==> config.mk <==
export PLATFORM = sky130hd
export DESIGN_NAME = multiplier
export DESIGN_NICKNAME = d
export VERILOG_FILES = /design/src/rtl/arith_pkg.sv /design/src/rtl/shift_add_step.sv /design/src/rtl/multiplier.sv
export SDC_FILE = /design/constraint.sdc
export NUM_CORES = 1
export LEC_CHECK = 0
export ABC_CLOCK_PERIOD_IN_PS = 3900
export BUFFER_PORTS_ARGS = -buffer_cell sky130_fd_sc_hd__buf_2
export CAP_MARGIN = 20
export CORE_ASPECT_RATIO = 2
export CORE_MARGIN = 3
export CORE_UTILIZATION = 50
export CTS_CLUSTER_DIAMETER = 200
export CTS_CLUSTER_SIZE = 40
export DETAILED_ROUTE_END_ITERATION = 6
export PLACE_DENSITY = 0.7
export SLEW_MARGIN = 5
export SYNTH_ARGS = -nofsm -noshare
export SYNTH_HDL_FRONTEND = slang
export SYNTH_SLANG_ARGS = --single-unit
==> constraint.sdc <==
create_clock -name clk -period 3.9 [get_ports clk]
set_input_delay 0.975 -clock clk [delete_from_list [all_inputs] [get_ports clk]]
set_output_delay 0.975 -clock clk [all_outputs]
set_load 0.02 [all_outputs]
==> src/rtl/arith_pkg.sv <==
// Shared arithmetic-datapath definitions for the divider/multiplier pair:
// operand width defaults, sequencer state encoding and counter sizing.
package arith_pkg;

    localparam int unsigned QW_DEF = 8;
    localparam int unsigned DW_DEF = 7;

    // Iteration counter width for a QW-step sequencer (at least one bit).
    function automatic int unsigned cnt_width(input int unsigned n);
        return (n > 1) ? $clog2(n) : 1;
    endfunction

    localparam int unsigned CNT_W = cnt_width(QW_DEF);

    typedef enum logic [1:0] {
        S_IDLE = 2'd0,
        S_LOAD = 2'd1,
        S_CALC = 2'd2,
        S_DONE = 2'd3
    } state_e;

endpackage

==> src/rtl/shift_add_step.sv <==
// One shift-add iteration: conditionally adds the multiplicand shifted by the
// iteration count, and retires the low multiplier bit.
module shift_add_step #(
    parameter int unsigned QW = 8,
    parameter int unsigned PW = 15,
    parameter int unsigned CW = 3
) (
    input  logic [PW-1:0] acc_i,
    input  logic [PW-1:0] mcand_i,
    input  logic [QW-1:0] mplier_i,
    input  logic [CW-1:0] count_i,
    output logic [PW-1:0] acc_o,
    output logic [QW-1:0] mplier_o
);

    // PW bits always suffice: the largest multiply-accumulate result fits.
    always_comb begin
        acc_o    = mplier_i[0] ? (acc_i + (mcand_i << count_i)) : acc_i;
        mplier_o = mplier_i >> 1;
    end

endmodule

==> src/rtl/multiplier.sv <==
// Sequential shift-add multiply-accumulate: product = quotientin*divisorin +
// remainderin, using the divider's start/valid handshake and operand timing.
module multiplier
    import arith_pkg::*;
#(
    parameter int unsigned QW = QW_DEF,
    parameter int unsigned DW = DW_DEF
) (
    input  logic             clk,
    input  logic             reset,
    input  logic             start,
    input  logic [QW-1:0]    quotientin,
    input  logic [DW-1:0]    divisorin,
    input  logic [DW-1:0]    remainderin,
    output logic [QW+DW-1:0] product,
    output logic             valid,
    output logic             busy,
    output logic             fits
);

    localparam int unsigned PW = QW + DW;
    localparam int unsigned CW = cnt_width(QW);

    state_e        state_q, state_d;
    logic [PW-1:0] mcand_q, mcand_d;
    logic [QW-1:0] mplier_q, mplier_d;
    logic [PW-1:0] acc_q, acc_d;
    logic [CW-1:0] count_q, count_d;
    logic          valid_q, valid_d;
    logic          busy_q, busy_d;
    logic          fits_q, fits_d;

    logic [PW-1:0] step_acc;
    logic [QW-1:0] step_mplier;

    shift_add_step #(
        .QW (QW),
        .PW (PW),
        .CW (CW)
    ) u_step (
        .acc_i    (acc_q),
        .mcand_i  (mcand_q),
        .mplier_i (mplier_q),
        .count_i  (count_q),
        .acc_o    (step_acc),
        .mplier_o (step_mplier)
    );

    always_ff @(posedge clk or posedge reset) begin
        if (reset) begin
            state_q  <= S_IDLE;
            mcand_q  <= '0;
            mplier_q <= '0;
            acc_q    <= '0;
            count_q  <= '0;
            valid_q  <= 1'b0;
            busy_q   <= 1'b0;
            fits_q   <= 1'b0;
        end else begin
            state_q  <= state_d;
            mcand_q  <= mcand_d;
            mplier_q <= mplier_d;
            acc_q    <= acc_d;
            count_q  <= count_d;
            valid_q  <= valid_d;
            busy_q   <= busy_d;
            fits_q   <= fits_d;
        end
    end

    // Next state and datapath; start overrides every state and restarts.
    always_comb begin
        state_d  = state_q;
        mcand_d  = mcand_q;
        mplier_d = mplier_q;
        acc_d    = acc_q;
        count_d  = count_q;

        case (state_q)
            S_IDLE: ;
            S_LOAD: begin
                mcand_d  = PW'(divisorin);
                mplier_d = quotientin;
                acc_d    = PW'(remainderin);
                count_d  = '0;
                state_d  = S_CALC;
            end
            S_CALC: begin
                acc_d    = step_acc;
                mplier_d = step_mplier;
                count_d  = count_q + CW'(1);
                if (count_q == CW'(QW - 1)) begin
                    state_d = S_DONE;
                end
            end
            S_DONE: ;
            default: state_d = S_IDLE;
        endcase

        if (start) begin
            state_d = S_LOAD;
        end

        valid_d = (state_d == S_DONE);
        busy_d  = (state_d == S_LOAD) || (state_d == S_CALC);
        fits_d  = valid_d && (acc_d[PW-1:QW] == '0);
    end

    assign product = acc_q;
    assign valid   = valid_q;
    assign busy    = busy_q;
    assign fits    = fits_q;

endmodule

Word level (Yosys, flattened, before mapping)

Cells that the tools add are included.

Output and inout port bits: 18
Word-level logic and storage cells: 31
Bits in registers: 38
Input bits: 25

Eq/ne operators: 7
$add $sub $neg: 2
Shift operators: 1
Muxes and demuxes: 7
Reductions and logical operators: 5

Operators with widths:

| cell                  | count |
|---|---|
| $pmux W15 S2          | 1 |
| $pmux W8 S2           | 1 |
| $add A15 B15 Y15      | 1 |
| $mux W15              | 1 |
| $shl A7 B3 Y15        | 1 |
| $logic_not A7 Y1      | 1 |
| $eq A2 B2 Y1 const B  | 3 |
| $pmux W3 S2           | 1 |
| $eq A2 B1 Y1 const B  | 2 |
| $mux W2               | 2 |
| $pmux W2 S2           | 1 |
| $add A3 B1 Y3 const B | 1 |
| $eq A3 B3 Y1 const B  | 1 |
| $ne A2 B2 Y1 const B  | 1 |
| $reduce_and A2 Y1     | 1 |
| $reduce_bool A2 Y1    | 1 |
| $logic_and A1 B1 Y1   | 1 |
| $logic_or A1 B1 Y1    | 1 |

Depth between registers and ports, before layout

Gate-level depths: netlist of run 1.

Word-level depth: 6
Gate-level depth with buffers: 15
Gate-level depth less buffers: 14

Cells and area by module

Synthesis of run 1 repeated with hierarchy kept, for this count alone.

Cells, all modules: 325
Area total of the unflattened synthesis: 3094.2 sq um

Modules (own cells, without submodules):

| module         | sequential area each (sq um) | instances | cells an instance | area each (sq um) |
|---|---|---|---|---|
| multiplier     | 950.9                        | 1         | 137               | 1617.8 |
| shift_add_step | 0.0                          | 1         | 188               | 1476.4 |

Worst setup path before layout of run 1

No wires, ideal clock.

Kind: reg-to-reg
Start point: register count_q[1]
End point: register fits_q (netlist: fits)
Stages on the path, launching flop included: 14
Path slack: 579 ps
Clock period less this slack: 3321 ps
Setup time: 122 ps
Required time: 3778 ps
Arrival time: 3199 ps
Path buffers: 1
Cells stage by stage: dfrtp_1 -> clkbuf_1 -> mux2_2 -> o21ai_0 -> o22ai_1 -> ha_1 -> nand3_2 -> o2111ai_2 -> a41oi_2 -> o31ai_4 -> a41oi_1 -> mux2_1 -> a21boi_1 -> o2111a_1

Word-level cells in the longest chain between the ends: 6
Elaborated cells on any way between the ends: 11
Classes of those cells: add/sub (1); eq/ne (2); shift (1); mux (5); reduce/logical (2)

RTL lines:

| item                                                    | line                                   | source |
|---|---|---|
| start, declared                                         | multiplier.sv:28                       | `logic [CW-1:0] count_q, count_d;` |
| start signal, assigned                                  | multiplier.sv:64                       | `count_q <= count_d;` |
| $shl A7 B3 Y15 / $eq A3 B3 Y1 (equally long branches)   | shift_add_step.sv:18, multiplier.sv:92 |  |
| $add A15 B15 Y15 / $mux W2 (equally long branches)      | shift_add_step.sv:18, multiplier.sv:92 |  |
| $mux W15 / $pmux W2 S2 (equally long branches)          | shift_add_step.sv:18, multiplier.sv:79 |  |
| $pmux W15 S2 / $mux W2 (equally long branches)          | multiplier.sv:79, multiplier.sv:100    |  |
| $logic_not A7 Y1 / $eq A2 B2 Y1 (equally long branches) | multiplier.sv:106, multiplier.sv:104   |  |
| $logic_and A1 B1 Y1 *                                   | multiplier.sv:106                      | `fits_d = valid_d && (acc_d[PW-1:QW] == '0);` |
| net fits_d                                              | multiplier.sv:31                       | `logic fits_q, fits_d;` |
| end signal, assigned                                    | multiplier.sv:67                       | `fits_q <= fits_d;` |
| end, declared                                           | multiplier.sv:31                       |  |

The timed path passes the listed nets; every way through them passes the cells marked *. The select of a mux whose other input is x is not followed.
A chain may end at the register's enable or synchronous reset.

Worst setup path after layout of run 1

Start point: register count_q[0]
End point: register fits_q (netlist: fits)

Same word-level chain as after synthesis.

==> results of run 1 <==
## cell usage in the layout (no fill, tap or decap), types with 2 or more instances in the layout
cell / synthesis / final
a211oi_1: 3 / 3
a21oi_1: 19 / 19
a22oi_1: 7 / 7
a31oi_1: 3 / 3
buf_2: 0 / 42
buf_4: 0 / 3
clkbuf_8: 2 / 6
dfrtp_1: 38 / 37
ha_1: 20 / 20
inv_1: 14 / 14
mux2_2: 9 / 9
mux2i_1: 13 / 13
nand2_1: 33 / 33
nand3_1: 9 / 9
nor2_1: 25 / 25
nor2b_1: 6 / 6
nor3_1: 5 / 5
o2111a_1: 2 / 2
o21a_1: 2 / 2
o21ai_0: 18 / 18
o21ai_1: 3 / 3
o21bai_1: 2 / 2
o22ai_1: 4 / 4
xnor2_1: 4 / 4
xor2_1: 4 / 4
## path summary, 6_finish.rpt
check | cells after the start | start | to | slack [ns]
worst max-delay path | 13 | count_q[0]$_DFFE_PP0N_ | fits$_DFF_PP0_ | 0.41
worst min-delay path | 1 | mplier_q[7]$_DFFE_PP0N_ | mplier_q[7]$_DFFE_PP0N_ | 0.52
worst max register to register | 13 | count_q[0]$_DFFE_PP0N_ | fits$_DFF_PP0_ | 0.41
worst min register to register | 1 | mplier_q[7]$_DFFE_PP0N_ | mplier_q[7]$_DFFE_PP0N_ | 0.52
max in group asynchronous | 3 | reset | mplier_q[7]$_DFFE_PP0N_ | 2.36
min in group asynchronous | 2 | reset | mcand_q[3]$_DFFE_PP0P_ | 0.79
## cell families after synthesis
kind of cell / share of synthesized area
compound gates: 0.209
xor+xnor: 0.0272
fa+ha+maj: 0.105
buf+inv: 0.0428
flops: 0.370
mux: 0.0944
simple gates: 0.152
## power by group through the flow
stage / clock, W / sequential [W] / combinational, W
after floorplan: 0 / 0.000593 / 0.000561
after global placement: 0 / 0.000581 / 0.000739
after detailed placement: 0 / 0.000585 / 0.000757
after CTS: 0.000302 / 0.000577 / 0.000759
after global routing: 0.000319 / 0.000592 / 0.000844
final: 0.000291 / 0.000576 / 0.000760
## per-layer routing
metal  wire (um)  global-route usage  share of wire  vias to the layer above
met2        3430               0.390           0.55                       58
met5           0                   0              0                        -
li1            -                   -              -                     1092
met1        2280               0.206           0.37                     1062
met4         227               0.132          0.037                        0
met3         247              0.0336          0.040                       23
## synth_stat cells (2+ instances only)
cell type,n,area [um2]
clkbuf_8,2,27.5
mux2_2,9,101
nor2b_1,6,37.5
o22ai_1,4,25.0
o21bai_1,2,15.0
xor2_1,4,35.0
o2111a_1,2,22.5
a22oi_1,7,52.6
nand2_1,33,124
a211oi_1,3,22.5
o21ai_1,3,15.0
dfrtp_1,38,951
nor3_1,5,25.0
o21a_1,2,15.0
a31oi_1,3,18.8
xnor2_1,4,35.0
nor2_1,25,93.8
mux2i_1,13,130
nand3_1,9,45.0
o21ai_0,18,90.1
a21oi_1,19,95.1
clkbuf_1,7,26.3
inv_1,14,52.6
ha_1,20,250
## registers in the layout (all words and copies together), names as in the netlist
signal / count
mcand_q: 7
mplier_q: 8
valid: 1
product: 15
fits: 1
count_q: 3
busy: 1
state_q: 2
## through the flow
| step | hold WS (ns) | total power (W) | utilization | setup WS (ns) | area (um2) |
|---|---|---|---|---|---|
| 2_1_floorplan | 0.473 | 0.00115 | - | 0.579 | 2570 |
| 3_3_place_gp | 0.496 | 0.00132 | 0.574 | 0.434 | 2820 |
| 3_5_place_dp | 0.500 | 0.00134 | 0.574 | 0.388 | 2820 |
| 4_1_cts | 0.525 | 0.00164 | 0.593 | 0.370 | 2910 |
| 5_1_grt | 0.531 | 0.00175 | 0.594 | 0.125 | 2910 |
| 6_report | 0.519 | 0.00163 | 0.594 | 0.407 | 2910 |
## area by class of cell
type	count	area [um2]
clock buffer	6	82.6
clock inverter	2	12.5
fill	456	2000
inverter	14	52.6
multi-input combinational	217	1510
sequential	38	952
tap	57	71.3
timing repair buffer	45	233
==> flow_summary.yaml, run 1 <==
placed_design:
  place_congestion: 0.897
  dp_hpwl_um: 4850
  dp_cells: 371
  numPortBuffers: 42
cells_and_area:
  final_cells: 379
  nets: 367
  syn_to_final_growth_pct: 13.3
  diodes: 0
  drive_gt1_frac: 0.214
sta:
  setup_tns_ns: 0
  worstMarginPinSlew_ns: 0.793
  skew_ns: 0.00808
  final-hold-violation-count: 0
  rsz0062_at_grt: "false"
  post-route-period-util: 0.896
  setup_viol: 0
  slew_violations: 0
  fin_crit_ns: 3.49
  max_freq_ghz: 0.286
  max_slew_margin: 0.472
global_routing:
  grt_overflow_total: 0
  grt_pass1_wl_um: 9920
  antenna_found_initial: 0
  grt_pass1_vias: 2218
  grt_usage: 0.209
  grt_max_degree: 28
drt:
  firstDrtPassIters: 4
  via_count: 2235
  finalWirelength_um: 6180
  drcViolationCount: 0
  wl_per_cell_um: 16.3
  initialDrtViolationCount: 77
  ant_nets: 0
  via_per_inst: 5.90
clock_network:
  cts_setup_buffers: 0
  cts.sinks: 38
  cts_tree: "built"
  clk_latency_ns: 0.29
  cts-root-buf: "clkbuf_8"
  cts_buffer_depth: 2
  cts_resized: 0
  htree_levels: 2
  numCtsBuffers: 5
  clk_pin_slew_worst_paths_ns: 0.08
  holdBufCountCts: 0
setup_path:
  required_ns: 4.08
  crit_fanout: 14
  path_buf_inv: 1
  critical_path.slowest_cell: "dfrtp_1"
  slowest_delay_ns: 0.61
  worstPathArrival_ns: 3.68
  end_kind: "flop"
  start_kind: "flop"
  critPathKind: "flop to flop"
  cpLargestDelayFamily: "compound AO/OA/AOI/OAI gates"
  path_cells: "inv_1, nand2_1, nor3_1, ha_1, fa_1, a21oi_2, o2111ai_2, a41oi_2, o31ai_4, a41oi_1, mux2_1, a21boi_1, o2111a_1"
floorplanning:
  coreArea_mm2: 0.00491
  die-area_mm2: 0.00609
  die_w_um: 56.7
  die_y_um: 107
  initial_core_util: 0.524
  ioPinCount: 43
  num_rows: 36
power_and_ir_drop:
  switching_power_w: 0.000694
  pwr-share-comb: 0.467
  internal-power_w: 0.000934
  switching_share: 0.426
  pwr-share-clk: 0.179
  p_per_area_mw_per_mm2: 559
  leakage_nw: 1.36
  seqPwrFrac: 0.354
  ir_drop_v: 0.000389
synth:
  syn_nets: 325
  ys_types: 51
  synthArstFlopShare: 1.00
  avgSynthCellArea_um2: 9.22
  synth-edff-count: 0
  ys_seq_elements: 38
  netlist_instances: 279
  ys_seq_area_frac: 0.370
  ys.flop_type: "dfrtp_1"
  syn_area_mm2: 0.00257
  ys_warn_count: 0
min_path:
  hold_path.class: "flop to flop"
run_status:
  status: "finished, final reports clean"
run:
  cap_violations: 0
No activity file was read; power rests on OpenSTA's default activity.
==> run 2, diff against run 1 <==
Settings changed: ABC_CLOCK_PERIOD_IN_PS 3900 to 4100.
Clock period 3.9 ns to 4.1 ns, I/O delays scaled along.
==> flow_summary.yaml, run 2 (synthesis gave the netlist of run 1 again) <==
setup_path:
  end_kind: "flop"
  startpoint: "count_q[1]$_DFFE_PP0N_"
  reg2reg_depth: 14
  worstPathArrival_ns: 3.82
  r2r_slack_ns: 0.51
  start_kind: "flop"
  required_ns: 4.33
  rr_startpoint: "count_q[1]$_DFFE_PP0N_"
  reg2reg_to: "fits$_DFF_PP0_"
  worstSetupEndpoint: "fits$_DFF_PP0_"
  crit_fanout: 12
  critPathKind: "flop to flop"
floorplanning:
  coreArea_mm2: 0.00491
  initial_core_util: 0.524
  die_w_um: 56.7
  ioPinCount: 43
  die_y_um: 107
  num_rows: 36
  die-area_mm2: 0.00609
cells_and_area:
  final_common_cell: "buf_2"
  nets: 367
  layout_common_cells: "42 x buf_2, 38 x dfrtp_1, 33 x nand2_1"
  fill_cells: 442
  largest_reg_flops: 15
  syn_to_final_growth_pct: 15.1
  final_cells: 379
  utilization: 0.603
  drive_gt1_frac: 0.211
  diodes: 0
sta:
  setup_viol: 0
  final-hold-violation-count: 0
  setup_tns_ns: 0
  skew_ns: 0.00852
  hold_ws_ns: 0.514
  post-route-period-util: 0.876
  worstMarginPinSlew_ns: 0.946
  fin_crit_ns: 3.59
  max_freq_ghz: 0.279
  max_slew_margin: 0.369
  rsz0062_at_grt: "false"
  slew_violations: 0
power_and_ir_drop:
  switching_share: 0.394
  power_w: 0.00167
  ir_drop_v: 0.000404
  p_per_area_mw_per_mm2: 564
  switching_power_w: 0.000658
  leakage_nw: 1.39
  seqPwrFrac: 0.328
  pwr-share-clk: 0.242
  pwr-share-comb: 0.430
  internal-power_w: 0.00101
clock_network:
  cts.sinks: 38
  holdBufCountCts: 0
  clk_latency_ns: 0.29
  cts_setup_buffers: 0
  numCtsBuffers: 5
  cts_resized: 0
  cts_buffer_depth: 2
  htree_levels: 2
  cts-root-buf: "clkbuf_8"
  cts_tree: "built"
  clk_pin_slew_worst_paths_ns: 0.08
drt:
  ant_nets: 0
  via_per_inst: 5.80
  wl_per_cell_um: 16.3
  initialDrtViolationCount: 59
  firstDrtPassIters: 4
  drcViolationCount: 0
  finalWirelength_um: 6170
  via_count: 2199
placed_design:
  dp_hpwl_um: 4780
  dp_cells: 371
  place_congestion: 0.888
  numPortBuffers: 42
global_routing:
  grt_max_degree: 28
  antenna_found_initial: 0
  grt_usage: 0.204
  grt_overflow_total: 0
  grt_pass1_vias: 2201
  grt_pass1_wl_um: 9720
run:
  cap_violations: 0
min_path:
  hold_path.class: "flop to flop"
run_status:
  status: "finished, final reports clean"
[run 2: layout make-up]
class	count	area, um2	area share
inverters	14	52.6	0.0178
well taps	57	71.3	0.0241
clock buffers	6	82.6	0.0279
multi-input cells	217	1510	0.510
repair buffers	45	233	0.0786
flip-flops and latches	38	951	0.321
clock inverters	2	60.1	0.0203
[run 2: per-layer routing]
layer / GRT usage / wire [um] / vias up
met5: 0 / 0 / -
met4: 0.109 / 199 / 0
met3: 0.0336 / 208 / 18
met2: 0.377 / 3410 / 48
met1: 0.212 / 2350 / 1038
li1: - / - / 1095
[run 2: worst min path at each step]
| stage | startpoint | endpoint | slack [ns] | cells after the start |
|---|---|---|---|---|
| floorplan | mplier_q[7]$_DFFE_PP0N_ | mplier_q[7]$_DFFE_PP0N_ | 0.47 | 1 |
| global placement | mplier_q[7]$_DFFE_PP0N_ | mplier_q[7]$_DFFE_PP0N_ | 0.50 | 1 |
| detailed placement | mplier_q[7]$_DFFE_PP0N_ | mplier_q[7]$_DFFE_PP0N_ | 0.50 | 1 |
| CTS | mplier_q[7]$_DFFE_PP0N_ | mplier_q[7]$_DFFE_PP0N_ | 0.52 | 1 |
| global route | mplier_q[7]$_DFFE_PP0N_ | mplier_q[7]$_DFFE_PP0N_ | 0.53 | 1 |
| finish | mplier_q[7]$_DFFE_PP0N_ | mplier_q[7]$_DFFE_PP0N_ | 0.51 | 1 |
[run 2: worst max-delay path: stages, from the launching register on]
cell	delay, ns
dfrtp_1	0.62
mux2_2	0.39
nor2_1	0.14
nor2_1	0.07
nand2_1	0.06
o21ai_0	0.12
ha_1	0.39
a2111oi_0	0.47
o21a_1	0.21
o31ai_1	0.12
a21oi_1	0.20
o21ai_0	0.12
a21oi_1	0.22
xor2_1	0.20
o2111a_1	0.19
[run 2: through the flow]
step                      setup WS, ns  instance area [um2]
final                            0.509                 2960
after global routing             0.228                 2960
after CTS                        0.567                 2960
after detailed placement         0.593                 2820
after global placement           0.625                 2820
after floorplan                  0.779                 2570
[run 2: power groups by stage]
stage               Combinational [W]  Sequential [W]  Clock, W
floorplan                    0.000534        0.000564         0
global placement             0.000705        0.000553         0
detailed placement           0.000716        0.000556         0
CTS                          0.000718        0.000548  0.000407
global route                 0.000795        0.000561  0.000422
finish                       0.000719        0.000548  0.000403
